==> src/rtl/shake_sponge_ctrl_if.sv <==
// Handshake bundle between the SHAKE256 sponge sequencer and its neighbours:
// the host command interface, the message accumulator, the state/permutation
// datapath and the squeeze output consumer.
//   master : host/environment side (drives commands and datapath status)
//   slave  : sequencer side (drives strobes, squeeze valid and status)
interface shake_sponge_ctrl_if #(
    parameter int BLKCNT_W = 16,
    parameter int OUTCNT_W = 8
);
    // host command / status
    logic                start;
    logic                msg_end;
    logic [OUTCNT_W-1:0] out_blocks;
    logic                busy;
    logic                done;
    logic [BLKCNT_W-1:0] blk_count;
    // accumulator
    logic                accumulate_start;
    logic                is_final_chunk;
    logic                block_ready;
    logic                partial_block;
    // state register / permutation core
    logic                state_clear;
    logic                absorb_en;
    logic                perm_start;
    logic                perm_done;
    // squeeze output
    logic                sq_valid;
    logic                sq_ready;

    modport master (
        output start, msg_end, out_blocks, block_ready, partial_block,
               perm_done, sq_ready,
        input  accumulate_start, is_final_chunk, state_clear, absorb_en,
               perm_start, sq_valid, busy, done, blk_count
    );

    modport slave (
        input  start, msg_end, out_blocks, block_ready, partial_block,
               perm_done, sq_ready,
        output accumulate_start, is_final_chunk, state_clear, absorb_en,
               perm_start, sq_valid, busy, done, blk_count
    );
endinterface

==> src/rtl/shake_sponge_ctrl.sv <==
// SHAKE256 sponge sequencer.
// Clears the state on start, then loops accumulate -> absorb -> permute until
// the final (padded) block has been absorbed, then meters out_blocks squeeze
// blocks, running one extra permutation between consecutive squeeze blocks.
// Ports:
//   clk   : system clock, rising edge
//   reset : asynchronous, active-high
//   bus   : shake_sponge_ctrl_if slave modport (all handshakes and status)
// All strobes are registered and asserted on entry to the state that owns
// them, so start->accumulate_start is 1 cycle, block_ready rise->perm_start
// is 2 cycles and perm_done->sq_valid is 1 cycle.
module shake_sponge_ctrl #(
    parameter int BLKCNT_W = 16,
    parameter int OUTCNT_W = 8
) (
    input  logic                  clk,
    input  logic                  reset,
    shake_sponge_ctrl_if.slave    bus
);
    typedef enum logic [2:0] {
        IDLE, ACC_GO, ACC_WAIT, ABSORB, PERM_GO, PERM_WAIT, SQ, DONE
    } state_t;

    state_t              state;
    logic                block_ready_q;
    logic                final_q;      // host has signalled end of message
    logic                last_absorb;  // absorbed block was the padded final one
    logic                squeezing;    // absorption finished; perms are squeeze perms
    logic [OUTCNT_W-1:0] sq_left;
    logic                blk_rise;

    // Only a fresh rising edge counts: a level left high from the previous
    // block must not be absorbed twice.
    assign blk_rise           = bus.block_ready & ~block_ready_q;
    assign bus.is_final_chunk = final_q;

    always_ff @(posedge clk or posedge reset) begin
        if (reset) begin
            state                <= IDLE;
            block_ready_q        <= 1'b0;
            final_q              <= 1'b0;
            last_absorb          <= 1'b0;
            squeezing            <= 1'b0;
            sq_left              <= '0;
            bus.blk_count        <= '0;
            bus.accumulate_start <= 1'b0;
            bus.state_clear      <= 1'b0;
            bus.absorb_en        <= 1'b0;
            bus.perm_start       <= 1'b0;
            bus.sq_valid         <= 1'b0;
            bus.busy             <= 1'b0;
            bus.done             <= 1'b0;
        end else begin
            block_ready_q        <= bus.block_ready;
            bus.accumulate_start <= 1'b0;
            bus.state_clear      <= 1'b0;
            bus.absorb_en        <= 1'b0;
            bus.perm_start       <= 1'b0;
            bus.done             <= 1'b0;

            case (state)
                IDLE, DONE: begin
                    state <= IDLE;
                    if (bus.start) begin
                        state                <= ACC_GO;
                        bus.state_clear      <= 1'b1;
                        bus.accumulate_start <= 1'b1;
                        sq_left              <= (bus.out_blocks == '0) ?
                                                OUTCNT_W'(1) : bus.out_blocks;
                        bus.blk_count        <= '0;
                        final_q              <= 1'b0;
                        last_absorb          <= 1'b0;
                        squeezing            <= 1'b0;
                        bus.busy             <= 1'b1;
                    end
                end
                ACC_GO: state <= ACC_WAIT;
                ACC_WAIT: begin
                    final_q <= final_q | bus.msg_end;
                    if (blk_rise) begin
                        state         <= ABSORB;
                        bus.absorb_en <= 1'b1;
                    end
                end
                ABSORB: begin
                    state          <= PERM_GO;
                    bus.perm_start <= 1'b1;
                    last_absorb    <= final_q & bus.partial_block;
                    if (!(&bus.blk_count))
                        bus.blk_count <= bus.blk_count + 1'b1;
                end
                PERM_GO: state <= PERM_WAIT;
                PERM_WAIT: begin
                    if (bus.perm_done) begin
                        // A final block that was full still needs a pad-only
                        // block; final_q stays set so the accumulator pads it.
                        if (!squeezing && !last_absorb) begin
                            state                <= ACC_GO;
                            bus.accumulate_start <= 1'b1;
                        end else begin
                            state        <= SQ;
                            bus.sq_valid <= 1'b1;
                            squeezing    <= 1'b1;
                        end
                    end
                end
                SQ: begin
                    if (bus.sq_ready) begin
                        bus.sq_valid <= 1'b0;
                        sq_left      <= sq_left - 1'b1;
                        if (sq_left == OUTCNT_W'(1)) begin
                            state    <= DONE;
                            bus.done <= 1'b1;
                            bus.busy <= 1'b0;
                        end else begin
                            state          <= PERM_GO;
                            bus.perm_start <= 1'b1;
                        end
                    end
                end
                default: state <= IDLE;
            endcase
        end
    end
endmodule

==> src/flat_wrapper.sv <==
// flat-port wrapper written by rule: the top's interface ports become plain ports
module shake_sponge_ctrl_flat 
#(
    parameter int BLKCNT_W = 16,
    parameter int OUTCNT_W = 8
)
  (clk, reset, bus_start, bus_msg_end, bus_out_blocks, bus_block_ready, bus_partial_block, bus_perm_done, bus_sq_ready, bus_accumulate_start, bus_is_final_chunk, bus_state_clear, bus_absorb_en, bus_perm_start, bus_sq_valid, bus_busy, bus_done, bus_blk_count);
  shake_sponge_ctrl_if #(.BLKCNT_W(BLKCNT_W), .OUTCNT_W(OUTCNT_W)) bus_i ();
  input  logic clk;
  input  logic reset;
  input wire logic [$bits(bus_i.start)-1:0] bus_start;
  input wire logic [$bits(bus_i.msg_end)-1:0] bus_msg_end;
  input wire logic [$bits(bus_i.out_blocks)-1:0] bus_out_blocks;
  input wire logic [$bits(bus_i.block_ready)-1:0] bus_block_ready;
  input wire logic [$bits(bus_i.partial_block)-1:0] bus_partial_block;
  input wire logic [$bits(bus_i.perm_done)-1:0] bus_perm_done;
  input wire logic [$bits(bus_i.sq_ready)-1:0] bus_sq_ready;
  output wire logic [$bits(bus_i.accumulate_start)-1:0] bus_accumulate_start;
  output wire logic [$bits(bus_i.is_final_chunk)-1:0] bus_is_final_chunk;
  output wire logic [$bits(bus_i.state_clear)-1:0] bus_state_clear;
  output wire logic [$bits(bus_i.absorb_en)-1:0] bus_absorb_en;
  output wire logic [$bits(bus_i.perm_start)-1:0] bus_perm_start;
  output wire logic [$bits(bus_i.sq_valid)-1:0] bus_sq_valid;
  output wire logic [$bits(bus_i.busy)-1:0] bus_busy;
  output wire logic [$bits(bus_i.done)-1:0] bus_done;
  output wire logic [$bits(bus_i.blk_count)-1:0] bus_blk_count;
  assign bus_i.start = bus_start;
  assign bus_i.msg_end = bus_msg_end;
  assign bus_i.out_blocks = bus_out_blocks;
  assign bus_i.block_ready = bus_block_ready;
  assign bus_i.partial_block = bus_partial_block;
  assign bus_i.perm_done = bus_perm_done;
  assign bus_i.sq_ready = bus_sq_ready;
  assign bus_accumulate_start = bus_i.accumulate_start;
  assign bus_is_final_chunk = bus_i.is_final_chunk;
  assign bus_state_clear = bus_i.state_clear;
  assign bus_absorb_en = bus_i.absorb_en;
  assign bus_perm_start = bus_i.perm_start;
  assign bus_sq_valid = bus_i.sq_valid;
  assign bus_busy = bus_i.busy;
  assign bus_done = bus_i.done;
  assign bus_blk_count = bus_i.blk_count;
  shake_sponge_ctrl #(.BLKCNT_W(BLKCNT_W), .OUTCNT_W(OUTCNT_W)) u_core (.clk(clk), .reset(reset), .bus(bus_i));
endmodule
==> config.mk <==
export PLATFORM = sky130hd
export DESIGN_NAME = shake_sponge_ctrl_flat
export DESIGN_NICKNAME = d
export VERILOG_FILES = /design/src/rtl/shake_sponge_ctrl_if.sv /design/src/rtl/shake_sponge_ctrl.sv /design/src/flat_wrapper.sv
export SDC_FILE = /design/constraint.sdc
export NUM_CORES = 1
export LEC_CHECK = 0
export ABC_AREA = 1
export BUFFER_PORTS_ARGS = -buffer_cell sky130_fd_sc_hd__buf_2
export CORE_ASPECT_RATIO = 0.9
export CORE_MARGIN = 2
export CORE_UTILIZATION = 45
export CTS_CLUSTER_SIZE = 10
export DETAILED_ROUTE_END_ITERATION = 16
export PLACE_DENSITY_LB_ADDON = 0.15
export SLEW_MARGIN = 20
export SYNTH_ARGS = -nofsm -noshare
export SYNTH_HDL_FRONTEND = slang
export SYNTH_SLANG_ARGS = --single-unit
==> constraint.sdc <==
create_clock -name clk -period 1.9 [get_ports clk]
set_input_delay 0.19 -clock clk [delete_from_list [all_inputs] [get_ports clk]]
set_output_delay 0.19 -clock clk [all_outputs]
set_load 0.03 [all_outputs]
; ---- Word-level counts from Yosys, hierarchy flattened
; Cells that the tools add are included.
[classes]
n_mux = 39
n_addsub = 2
n_bitwise = 4
eq_ne = 15
n_reduce_logical = 20
[op_table]
columns = operator, n
row1 = 2-to-1 mux 16 bit, 2
row2 = one-hot mux 16 bit (2 select lines), 1
row3 = 2-to-1 mux 8 bit, 3
row4 = one-hot mux 3 bit (7 select lines), 1
row5 = 2-to-1 mux 1 bit, 19
row6 = "adder 16 x 1 -> 16 bit, second input constant", 1
row7 = one-hot mux 8 bit (2 select lines), 1
row8 = AND reduction 16 bit, 1
row9 = one-hot mux 1 bit (2 select lines), 7
row10 = "== test 3 bit, second input constant", 4
row11 = 2-to-1 mux 3 bit, 4
row12 = AND reduction 4 bit, 3
row13 = "!= test 2 bit, second input constant", 5
row14 = nonzero test 2 bit, 5
row15 = AND reduction 3 bit, 3
row16 = "== test 8 x 1 -> 1 bit, second input constant", 1
row17 = logical NOT 8 bit, 1
row18 = "subtractor 8 x 1 -> 8 bit, second input constant", 1
row19 = "== test 3 x 2 -> 1 bit, second input constant", 2
row20 = "!= test 2 x 1 -> 1 bit, second input constant", 2
row21 = AND reduction 2 bit, 2
row22 = "== test 3 x 1 -> 1 bit, second input constant", 1
row23 = logical NOT 3 bit, 1
row24 = AND 1 bit, 2
row25 = 6 further kinds, 7
[totals]
regBits = 38

; ---- Longest topological paths before layout
; Gate-level depths: netlist of run 1.
[depth]
word_depth = 5
ltp_mapped = 11
depth_no_buf = 10

; ---- Worst setup path after synthesis of run 1
; No wires, ideal clock.
[synth_timing]
kind = register -> register
start = register u_core.bus.blk_count[0] (netlist name)
end = register u_core.bus.blk_count[9] (netlist name)
n_path_buf = 1
arrival_ns = 1.681
setup_ns = 0.076
setup_slack_ns = 0.143
synth_period_minus_slack_ns = 1.757
path_stages_with_launch = 11
cell_sequence = dfrtp_1 -> ha_1 -> nand2_1 -> nor2_2 -> nand3_2 -> nor2_4 -> inv_2 -> nand2_4 -> buf_6 -> nand2_1 -> o21ai_1
[synth_between]
elab_chain_len = 3
word_cells_on_any_way = 6
classes_between = 1 x add/sub / 1 x eq/ne / 2 x mux / 2 x reduce/logical
[synth_rtl]
columns = item, line_no
row1 = from (decl), shake_sponge_ctrl_if.sv:42  ; perm_start, sq_valid, busy, done, blk_count
row2 = from (signal assigned), shake_sponge_ctrl.sv:90  ; bus.blk_count <= bus.blk_count + 1'b1;
row3 = adder 16 x 1 -> 16 bit or AND reduction 16 bit (tied branches), "shake_sponge_ctrl.sv:90, shake_sponge_ctrl.sv:89"
row4 = 2-to-1 mux 16 bit or != test 2 bit (tied branches), -
row5 = one-hot mux 16 bit (2 select lines) or AND reduction 3 bit (tied branches), -
; Several ways; a longest one is shown, not always the timed one. The select of a mux whose other input is x is not followed.
; A chain may end at the register's enable or synchronous reset.

; ---- Final worst setup path of run 1
[layout_timing]
start = register u_core.bus.blk_count[0] (netlist name)
end = register u_core.bus.blk_count[13] (netlist name)
; Same word-level chain as after synthesis.

==> summary.md, run 1 <==
| Metric | Value |
|---|---|
| Status | `completed` |
| Combinational share of power | `42.5%` |
| Gr usage total | `21.12%` |
| Sequential Power Share | `38.5%` |
| Cells after Synth | `316` |
| Core ar. | `4835 sq um` |
| DR WL/cell | `12.38 microns` |
| Vias per Instance | `4.993` |
| TritonCTS buffer count | `5` |
| Grt ovf | `0` |
| Total Wirelength | `5.309 mm` |
| Clock Path Buffers | `2` |
| Port Buf Inserts | `39` |
| Int Pwr | `0.001688 W` |
| Critical Path End Type | `flip-flop` |
| Share of layout cells above drive strength 1 | `20.33%` |
| Synthesized area | `2263 sq um` |
| Placer congestion estimate | `0.8559` |
| Mapped Nets | `335` |
| Fillcell total | `470` |
| Synth Area in Adders | `1.658%` |
| Reg2reg setup slack | `0.19 ns` |
| Initial antenna violation count | `0` |
| Maxcap violations | `0` |
| Vias | `2142` |
| Critical Path RT | `2.06 ns` |
| Post-synthesis simple-gate area fraction | `36.76%` |
| Dpl hpwl | `3.985 mm` |
| Area contributors post-synth | `dfrtp_1 (42%), nand2_1 (12%), nand3_1 (7.1%), inv_1 (6.5%), nor2_1 (6.5%)` |
| Worst path max stage delay | `0.43 ns` |
| Clock transition at the registers of the reported paths | `0.07 ns` |
| RR Startpoint | `u_core.bus.blk_count[0]$_DFFE_PP0P_` |
| Post-synthesis xor/xnor area fraction | `1.935%` |
| Max Slew Vio Count | `0` |
| CP Launch Type | `flip-flop` |
| Nets | `382` |
| Crit path cell chain | `ha_1, nand2_1, nor2_2, nand3_2, nor2_4, inv_2, nand2_4, o21ai_0` |
| Syn-to-layout area delta | `16.75%` |
| Yosys top cell area share | `42.01%` |
| DRT antenna net count | `0` |
| Io pins | `40` |
| Row count | `24` |
| Library cells used by synthesis | `28` |
| Fin crit period | `1.708 ns` |
| Min-delay worst type | `input port to async pin` |
| DIE AREA | `5614 sq um` |
| Detailed Routing Iterations Pass 1 | `4` |
| Antenna cells | `0` |
| Largest net degree at the start of global routing | `39` |
| FF-to-FF End | `u_core.bus.blk_count[13]$_DFFE_PP0P_` |
| H-Tree Depth | `2` |
| Fmax | `0.5856 GHz` |
| Later-pin clock latency in the skew report | `0.29 ns` |
| Vias in the first global route | `2032` |
| First-pass GRT wire length | `9.287 mm` |
| YS warnings | `0` |
| Residual DRC | `0` |
| Syn Area/Cell | `7.163 sq um` |
| Compound-Gate Fraction of Synth Area | `9.508%` |
| 1st-iter DRT viols | `96` |
| Worst-case clock skew | `0.005389 ns` |
| Delay-heaviest family, CP | `simple AND/OR/NAND/NOR gates` |
| CTS tree | `done` |
| Pwr dens | `1147 nW/um^2` |
| Worst Max-Slew Pin Slew | `0.4853 ns` |
| Critical setup path kind | `flip-flop to flip-flop` |
| CTS sink cnt | `38` |
| Mux cell area share after synthesis | `0%` |
| Initial Util | `46.82%` |
| Clock Tree Root | `clkbuf_8` |
| CP Max Fanout | `17` |
| Switching fraction of total power | `44.29%` |
| RSZ-0062 raised after global routing | `false` |
| CTS resizes | `0` |
| Die Y | `71.28 microns` |
| Worst rel slew slack | `67.65%` |
| PnR worst setup slack | `0.1922 ns` |
| Post-route clock period utilization | `89.88%` |
| Finish-stage setup viols | `0` |
| Cell taking the most area after synthesis | `dfrtp_1` |
| Setup bufs post-CTS | `0` |
| Buf/Inv on CP | `1` |
| Placement Setup Slack | `0.1846 ns` |
| Die X | `78.76 microns` |
| Main combinational cell family by area after synthesis | `simple AND/OR/NAND/NOR gates` |
| Max IR drop VDD | `0.0007185 V` |
| Clock power frac | `19.0%` |
| Sw power | `0.001343 W` |
| Setup TNS Final | `0 ns` |
| Hold_buf cts | `0` |
| Sequential area share after synthesis | `42.01%` |
| Fin. Hold Viols | `0` |
| Yosys reg bits | `38` |
| Worst Reg-to-Reg Cells | `8` |
| Worst Path Arrival | `1.87 ns` |
| Leak | `1.347 nW` |
| Slowest library cell on the worst path | `dfrtp_1` |
## tightest hold or removal path: stages
cell   delay, ns
buf_2       0.09
inv_1       0.04
buf_4       0.42
## logic make-up after synthesis
kind of cell | Yosys count
and+or+nand+nor | 182
buffers and inverters | 47
AOI/OAI and AO/OA | 41
DFF | 38
xor gates and xnor gates | 5
adders and majority gates | 3
## layer usage
layer,track usage [%],vias up,share of wire (%)
met2,34.76,66,46
met4,8.577,0,1.1
li1,-,1119,-
met5,0,-,0
met1,27.47,951,47
met3,4.282,6,5.7
## state kept, by name, indices dropped and copies added, names as in the netlist
signal,cells
u_core.block_ready_q,1
u_core.bus.absorb_en,1
u_core.bus.accumulate_start,1
u_core.bus.blk_count,16
u_core.bus.busy,1
u_core.bus.done,1
u_core.bus.is_final_chunk,1
u_core.bus.perm_start,1
u_core.bus.sq_valid,1
u_core.bus.state_clear,1
u_core.last_absorb,1
u_core.sq_left,8
u_core.squeezing,1
u_core.state,3
## cell usage after synthesis (all sizes together)
master / n
buf: 2
xor2: 4
a31oi: 2
o21ai: 31
nand2: 79
a21oi: 8
or2: 5
nor4: 1
dfrtp: 38
nand3: 33
nand4: 8
inv: 44
nor2: 44
nand3b: 2
clkbuf: 1
xnor2: 1
ha: 3
nor3: 10
## placed cells by master (no fill, tap or decap)
cell type | synthesis | routed
a21oi_1 | 7 | 7
a21oi_2 | 1 | 1
a31oi_1 | 2 | 2
buf_2 | 0 | 39
buf_4 | 0 | 4
clkbuf_1 | 1 | 1
clkbuf_8 | 0 | 6
clkinv_2 | 0 | 1
dfrtp_1 | 38 | 38
ha_1 | 3 | 3
inv_1 | 39 | 39
inv_2 | 5 | 5
nand2_1 | 73 | 73
nand2_2 | 5 | 5
nand2_4 | 1 | 1
nand3_1 | 32 | 32
nand3_2 | 1 | 1
nand3b_1 | 2 | 2
nand4_1 | 8 | 8
nor2_1 | 39 | 39
nor2_2 | 2 | 2
nor2_4 | 3 | 3
nor3_1 | 10 | 10
nor4_1 | 1 | 1
o21ai_0 | 27 | 27
o21ai_1 | 3 | 3
o21ai_2 | 1 | 1
or2_2 | 5 | 5
xnor2_1 | 1 | 1
xor2_1 | 4 | 4
## power groups by stage
| stage | clock network [W] | logic, W | registers (W) |
|---|---|---|---|
| after floorplan | 0 | 0.000881 | 0.00128 |
| after global placement | 0 | 0.00129 | 0.00117 |
| after detailed placement | 0 | 0.00129 | 0.00118 |
| after CTS | 0.000599 | 0.00129 | 0.00117 |
| after global routing | 0.000637 | 0.00146 | 0.00120 |
| final | 0.000575 | 0.00129 | 0.00117 |
## worst max-delay path by stage
stage / endpoint / startpoint / depth (start not counted) / slack [ns]
final: u_core.bus.blk_count[13]$_DFFE_PP0P_ / u_core.bus.blk_count[0]$_DFFE_PP0P_ / 8 / 0.19
after global routing: u_core.bus.blk_count[15]$_DFFE_PP0P_ / u_core.bus.blk_count[0]$_DFFE_PP0P_ / 9 / 0.003
after CTS: u_core.bus.blk_count[13]$_DFFE_PP0P_ / u_core.bus.blk_count[0]$_DFFE_PP0P_ / 8 / 0.18
after detailed placement: u_core.bus.blk_count[13]$_DFFE_PP0P_ / u_core.bus.blk_count[0]$_DFFE_PP0P_ / 8 / 0.18
after global placement: u_core.bus.blk_count[13]$_DFFE_PP0P_ / u_core.bus.blk_count[0]$_DFFE_PP0P_ / 8 / 0.31
after floorplan: u_core.bus.blk_count[9]$_DFFE_PP0P_ / u_core.bus.blk_count[0]$_DFFE_PP0P_ / 10 / 0.14
## cell type report
class / instances / area [sq um] / area share [%]
Timing Repair Buffer: 43 / 225.2 / 8.523
Clock inverter: 1 / 5.005 / 0.1894
Sequential cell: 38 / 950.9 / 35.98
Clock buffer: 7 / 86.33 / 3.267
Tap cell: 65 / 81.33 / 3.078
Inverter: 44 / 165.2 / 6.250
Multi-Input combinational cell: 231 / 1129 / 42.71
## metrics by stage
| stage | hold slack (ns) | util, % | instance area [sq um] | total power, W | instances |
|---|---|---|---|---|---|
| after floorplan | 0.2214 | - | 2263 | 0.002158 | 316 |
| after global placement | 0.3187 | 52.77 | 2551 | 0.002460 | 421 |
| after detailed placement | 0.3216 | 52.77 | 2551 | 0.002469 | 421 |
| after CTS | 0.01072 | 54.66 | 2643 | 0.003061 | 429 |
| after global routing | 0.01537 | 54.66 | 2643 | 0.003291 | 429 |
| final | 0.004921 | 54.66 | 2643 | 0.003031 | 429 |
(Power assumes the default switching activity.)
==> run 2, diff against run 1 <==
Settings changed: CTS_BUF_LIST set to sky130_fd_sc_hd__clkbuf_4.
==> run 2 against run 1 <==
  * Flip-flop and latch count is the same
  * Highest routed layer unchanged
  * Total power shrank 4.9%
  * Critical path type unchanged
  * Setup slack gained 0.028 ns
  * First-iteration DRC count shrank 14%
  * Non-clock buffer count grew 2
  * Clock-buffer cell count shrank 1
  * Clock power shrank 27%
  * Design area shrank 0.43%
==> summary.md, run 2 (synthesis results as in run 1) <==
| Metric | Value |
|---|---|
| Top flop regs | `u_core.bus.blk_count: 16 flops, u_core.sq_left: 8 flops, u_core.state: 3 flops` |
| Worst Max-Slew Pin Slew | `0.4780 ns` |
| Fmax | `0.5953 GHz` |
| Clock transition at the registers of the reported paths | `0.12 ns` |
| Fillcell total | `477` |
| Nets | `384` |
| Total Wirelength | `5.364 mm` |
| Setup bufs post-CTS | `0` |
| Die Y | `71.28 microns` |
| CTS tree | `done` |
| Initial antenna violation count | `0` |
| Later-pin clock latency in the skew report | `0.35 ns` |
| Post-route clock period utilization | `88.42%` |
| Met1 usage | `27.72%` |
| DRT antenna net count | `0` |
| PnR worst setup slack | `0.2201 ns` |
| Row count | `24` |
| Total chip power | `0.002883 W` |
| Vias | `2156` |
| Setup TNS Final | `0 ns` |
| Placement Setup Slack | `0.1846 ns` |
| 1st-iter DRT viols | `83` |
| Die X | `78.76 microns` |
| CP Launch Type | `flip-flop` |
| Worst Path Arrival | `1.91 ns` |
| Min-delay worst type | `input port to flip-flop` |
| Max IR drop VDD | `0.0005898 V` |
| Antenna cells | `0` |
| Residual DRC | `0` |
| Commonest cells after routing, fill and taps aside | `nand2_1 (73), inv_1 (39), nor2_1 (39), buf_2 (39), dfrtp_1 (37)` |
| Most used cell, CP | `nor2_4` |
| CP Max Fanout | `17` |
| Critical setup path kind | `flip-flop to flip-flop` |
| Finish-stage setup viols | `0` |
| RSZ-0062 raised after global routing | `false` |
| Fin crit period | `1.680 ns` |
| H-Tree Depth | `2` |
| Fin. Hold Viols | `0` |
| Syn-to-layout area delta | `16.25%` |
| Detailed Routing Iterations Pass 1 | `4` |
| TritonCTS buffer count | `5` |
| Final instance area | `2631 sq um` |
| DIE AREA | `5614 sq um` |
| Largest net degree at the start of global routing | `39` |
| Port Buf Inserts | `39` |
| Most common cell after layout, fill and taps aside | `nand2_1` |
| Clock Tree Root | `clkbuf_4` |
| Critical Path End Type | `flip-flop` |
| Slowest library cell on the worst path | `dfrtp_1` |
| First-pass GRT wire length | `9.404 mm` |
| DR WL/cell | `12.45 microns` |
| Gr usage total | `21.28%` |
| Dpl cell area | `2551 sq um` |
| Initial Util | `46.82%` |
| Pwr dens | `1096 nW/um^2` |
| Max reg flops | `16` |
| Worst rel slew slack | `68.13%` |
| Worst-case clock skew | `0.01345 ns` |
| Leak | `1.339 nW` |
| Io pins | `40` |
| Busiest grt layer | `met2` |
| GR met2 Demand/Resource | `35.61%` |
| Vias in the first global route | `2050` |
| Placer congestion estimate | `0.8559` |
| Dpl hpwl | `3.985 mm` |
| Critical Path RT | `2.13 ns` |
| Status | `completed` |
| Clock Path Buffers | `2` |
| Maxcap violations | `0` |
| Hold WS | `0.09047 ns` |
| GR Layer Usage met3 | `4.282%` |
| Max Slew Vio Count | `0` |
| Vias per Instance | `5.002` |
| Worst path max stage delay | `0.43 ns` |
| Grt ovf | `0` |
| Core ar. | `4835 sq um` |
| Share of layout cells above drive strength 1 | `20.49%` |
| Crit path cell chain | `ha_1, nand2_1, nor2_4, nand3_2, nor2_4, inv_2, nand2_4, o21ai_0` |
| CTS sink cnt | `38` |
| Most flops, register | `u_core.bus.blk_count` |
run 2: cell count changes in the layout (fill, tap and decap cells not counted):
| cell | previous run | this run |
|---|---|---|
| nor2_2 | 2 | 1 |
| dfrtp_1 | 38 | 37 |
| clkbuf_4 | 0 | 6 |
| dfrtp_2 | 0 | 1 |
| nor2_4 | 3 | 4 |
| clkinv_1 | 0 | 1 |
| dlygate4sd3_1 | 0 | 2 |
| clkbuf_1 | 1 | 0 |
| clkbuf_8 | 6 | 0 |
run 2: cell type report:
type	instances	area, sq um	share of cell area [%]
clock buffers	6	45.04	1.712
clock inverters	2	8.758	0.3329
inverters	44	165.2	6.277
multi-input cells	231	1134	43.08
flip-flops and latches	38	952.2	36.19
well taps	65	81.33	3.091
repair buffers	45	245.2	9.320
run 2: critical path: cells and delay by family (launching register included):
| kind | cells | cell delay [ns] |
|---|---|---|
| DFF | 1 | 0.43 |
| adders and majority gates | 1 | 0.25 |
| and+or+nand+nor | 5 | 0.67 |
| buffers and inverters | 1 | 0.06 |
| AOI/OAI and AO/OA | 1 | 0.13 |
run 2: worst paths after layout:
path,to,startpoint,cells after the start,slack (ns)
min in group asynchronous,u_core.bus.blk_count[12]$_DFFE_PP0P_,reset,4,0.48
hold reg to reg,u_core.bus.absorb_en$_DFF_PP0_,u_core.block_ready_q$_DFF_PP0_,1,0.44
setup / recovery,u_core.bus.blk_count[13]$_DFFE_PP0P_,u_core.bus.blk_count[1]$_DFFE_PP0P_,8,0.22
setup reg to reg,u_core.bus.blk_count[13]$_DFFE_PP0P_,u_core.bus.blk_count[1]$_DFFE_PP0P_,8,0.22
max in group asynchronous,u_core.bus.blk_count[0]$_DFFE_PP0P_,reset,4,1.06
hold / removal,u_core.bus.done$_DFF_PP0_,bus_sq_ready,3,0.09
run 2: where the power goes:
part / total (W) / internal [W] / leakage, nW / switching, W
clock network: 0.000422 / 0.000153 / 0.0331 / 0.000269
logic: 0.00129 / 0.000395 / 0.813 / 0.000898
registers: 0.00117 / 0.00100 / 0.493 / 0.000164
run 2: per-layer routing:
metal,up-vias,share of wire [%]
li1,1120,-
met1,971,47
met2,59,46
met3,6,5.6
met4,0,1.3
met5,-,0
run 2: through the flow:
| stage | cells | util (%) |
|---|---|---|
| finish | 431 | 54.43 |
| CTS | 431 | 54.30 |
| floorplan | 316 | - |
| detailed placement | 421 | 52.77 |
| global route | 431 | 54.43 |
| global placement | 421 | 52.77 |
run 2: timing repair:
action                     in CTS  in global routing
gates resized for setup         0                  2
hold buffers                    2                  0
hold endpoints to repair       39                  0
setup endpoints to repair       0                  3
==> run 3, diff against run 2 <==
Clock period 1.9 ns to 1.8 ns, I/O delays scaled along.
==> run 3 against run 2 <==
  * Combinational power rose by 6%
  * Die area unchanged
  * Largest cell class unchanged
  * Clock power is 5.7% higher
  * Sequential power rose by 5%
  * Clock-buffer cell count rose by 1
  * Register-to-register slack got worse by 0.03 ns
  * First-iteration DRC count is 67% higher
  * Critical endpoint is now u_core.bus.blk_count[15]$_DFFE_PP0P_
  * Sequential share of layout area is essentially flat
==> summary.md, run 3 (synthesis results as in run 1) <==
| Metric | Value |
|---|---|
| Status | `completed` |
| Share of layout cells above drive strength 1 | `20.55%` |
| Largest net degree at the start of global routing | `39` |
| Total Wirelength | `5.195 mm` |
| Max IR drop VDD | `0.0006106 V` |
| Placer congestion estimate | `0.8585` |
| Worst rel slew slack | `67.17%` |
| CTS tree | `done` |
| Clock transition at the registers of the reported paths | `0.11 ns` |
| Antenna cells | `0` |
| Critical setup path kind | `flip-flop to flip-flop` |
| 1st-iter DRT viols | `139` |
| DRT antenna net count | `0` |
| Vias per Instance | `4.935` |
| Setup bufs post-CTS | `0` |
| Gr usage total | `20.11%` |
| CP Launch Type | `flip-flop` |
| Post-route clock period utilization | `89.69%` |
| Maxcap violations | `0` |
| H-Tree Depth | `2` |
| Top flop regs | `u_core.bus.blk_count: 16 flops, u_core.sq_left: 8 flops, u_core.state: 3 flops` |
| Finish-stage setup viols | `0` |
| Vias in the first global route | `2009` |
| Clock Tree Root | `clkbuf_4` |
| Worst path max stage delay | `0.43 ns` |
| First-pass GRT wire length | `8.928 mm` |
| Min-delay worst type | `input port to flip-flop` |
| Critical Path RT | `2.03 ns` |
| Leak | `1.337 nW` |
| Max Slew Vio Count | `0` |
| Fmax | `0.6194 GHz` |
| Port Buf Inserts | `39` |
| DR WL/cell | `12.08 microns` |
| Vias | `2122` |
| Syn-to-layout area delta | `16.25%` |
| CTS sink cnt | `38` |
| Crit path cell chain | `ha_2, nand2_1, nor2_4, nand3_2, nor2_4, inv_2, nand2_4, o21ai_0` |
| Detailed Routing Iterations Pass 1 | `6` |
| Clock Path Buffers | `2` |
| Delay-heaviest family, CP | `simple AND/OR/NAND/NOR gates` |
| Worst Path Arrival | `1.85 ns` |
| RSZ-0062 raised after global routing | `false` |
| Most used cell, CP | `nor2_4` |
| TritonCTS buffer count | `5` |
| Core ar. | `4835 sq um` |
| Critical Path End Type | `flip-flop` |
| Most flops, register | `u_core.bus.blk_count` |
| Initial antenna violation count | `0` |
| Slowest library cell on the worst path | `dfrtp_1` |
| Die Y | `71.28 microns` |
| Fin crit period | `1.614 ns` |
| CP Max Fanout | `17` |
| Buf/Inv on CP | `1` |
| Max reg flops | `16` |
| Dpl hpwl | `3.841 mm` |
| Initial Util | `46.82%` |
| Total chip power | `0.003044 W` |
| Commonest cells after routing, fill and taps aside | `nand2_1 (73), inv_1 (39), nor2_1 (39), buf_2 (39), dfrtp_1 (38)` |
| Worst Max-Slew Pin Slew | `0.4925 ns` |
| Final instance area | `2631 sq um` |
| DIE AREA | `5614 sq um` |
| Grt ovf | `0` |
| Worst-case clock skew | `0.003898 ns` |
| Setup TNS Final | `0 ns` |
| Io pins | `40` |
| Fin. Hold Viols | `0` |
| Row count | `24` |
| Most common cell after layout, fill and taps aside | `nand2_1` |
| Nets | `384` |
| Later-pin clock latency in the skew report | `0.34 ns` |
| Fillcell total | `476` |
| Residual DRC | `0` |
| Pwr dens | `1157 nW/um^2` |
| Dpl cell area | `2551 sq um` |
| Die X | `78.76 microns` |
-- run 3: cell count changes in the layout (fill, tap and decap cells not counted) --
cell	before	now
clkinv_2	1	0
dfrtp_1	37	38
ha_1	3	2
dfrtp_2	1	0
ha_2	0	1
clkinv_1	1	0
clkbuf_4	6	7
-- run 3: path summary, 6_finish.rpt --
kind                                                startpoint                              endpoint  slack, ns  cells past startpoint
max                        u_core.bus.blk_count[0]$_DFFE_PP0P_  u_core.bus.blk_count[15]$_DFFE_PP0P_       0.19                      8
min                                          bus_partial_block        u_core.last_absorb$_DFFE_PP0P_       0.08                      3
max reg2reg                u_core.bus.blk_count[0]$_DFFE_PP0P_  u_core.bus.blk_count[15]$_DFFE_PP0P_       0.19                      8
min reg2reg                     u_core.block_ready_q$_DFF_PP0_        u_core.bus.absorb_en$_DFF_PP0_       0.43                      1
max in group asynchronous                                reset        u_core.block_ready_q$_DFF_PP0_       0.98                      4
min in group asynchronous                                reset  u_core.bus.blk_count[15]$_DFFE_PP0P_       0.48                      4
-- run 3: through the flow --
stage	utilization [%]	hold WS, ns	setup WS [ns]	cells
floorplan	-	0.2114	0.04321	316
global placement	52.77	0.3085	0.2070	421
detailed placement	52.77	0.3107	0.1298	421
CTS	54.27	0.06948	0.1106	430
global route	54.43	0.08842	0.01584	430
finish	54.43	0.08083	0.1855	430
-- run 3: where the power goes --
group / internal (W) / switching, W
Combinational: 0.000417 / 0.000954
Sequential: 0.00106 / 0.000169
Clock: 0.000178 / 0.000268
Total: 0.00165 / 0.00139
-- run 3: worst register-to-register path, cell delays in order (launching register included) --
cell and delay, ns:
dfrtp_1 0.43, ha_2 0.24, nand2_1 0.11, nor2_4 0.15, nand3_2 0.11, nor2_4 0.12
inv_2 0.06, nand2_4 0.16, o21ai_0 0.12
-- run 3: timing repair --
item                       in CTS  in global routing
resized for setup               0                  2
hold endpoints to repair       39                  0
hold buffers                    2                  0
setup endpoints to repair       0                  8
-- run 3: layout make-up --
| cell class | instances | area (sq um) | share of cell area (%) |
|---|---|---|---|
| Multi-Input combinational cell | 231 | 1136 | 43.18 |
| Inverter | 44 | 165.2 | 6.277 |
| Sequential cell | 38 | 950.9 | 36.14 |
| Timing Repair Buffer | 45 | 245.2 | 9.320 |
| Clock buffer | 7 | 52.55 | 1.997 |
| Tap cell | 65 | 81.33 | 3.091 |
-- run 3: routing by layer --
metal / share of wire (%) / track usage, % / vias to the layer above
met4: 1.1 / 5.263 / 0
met3: 4.8 / 5.038 / 7
li1: - / - / 1120
met5: 0 / 0 / -
met1: 48 / 26.23 / 942
met2: 46 / 33.71 / 53
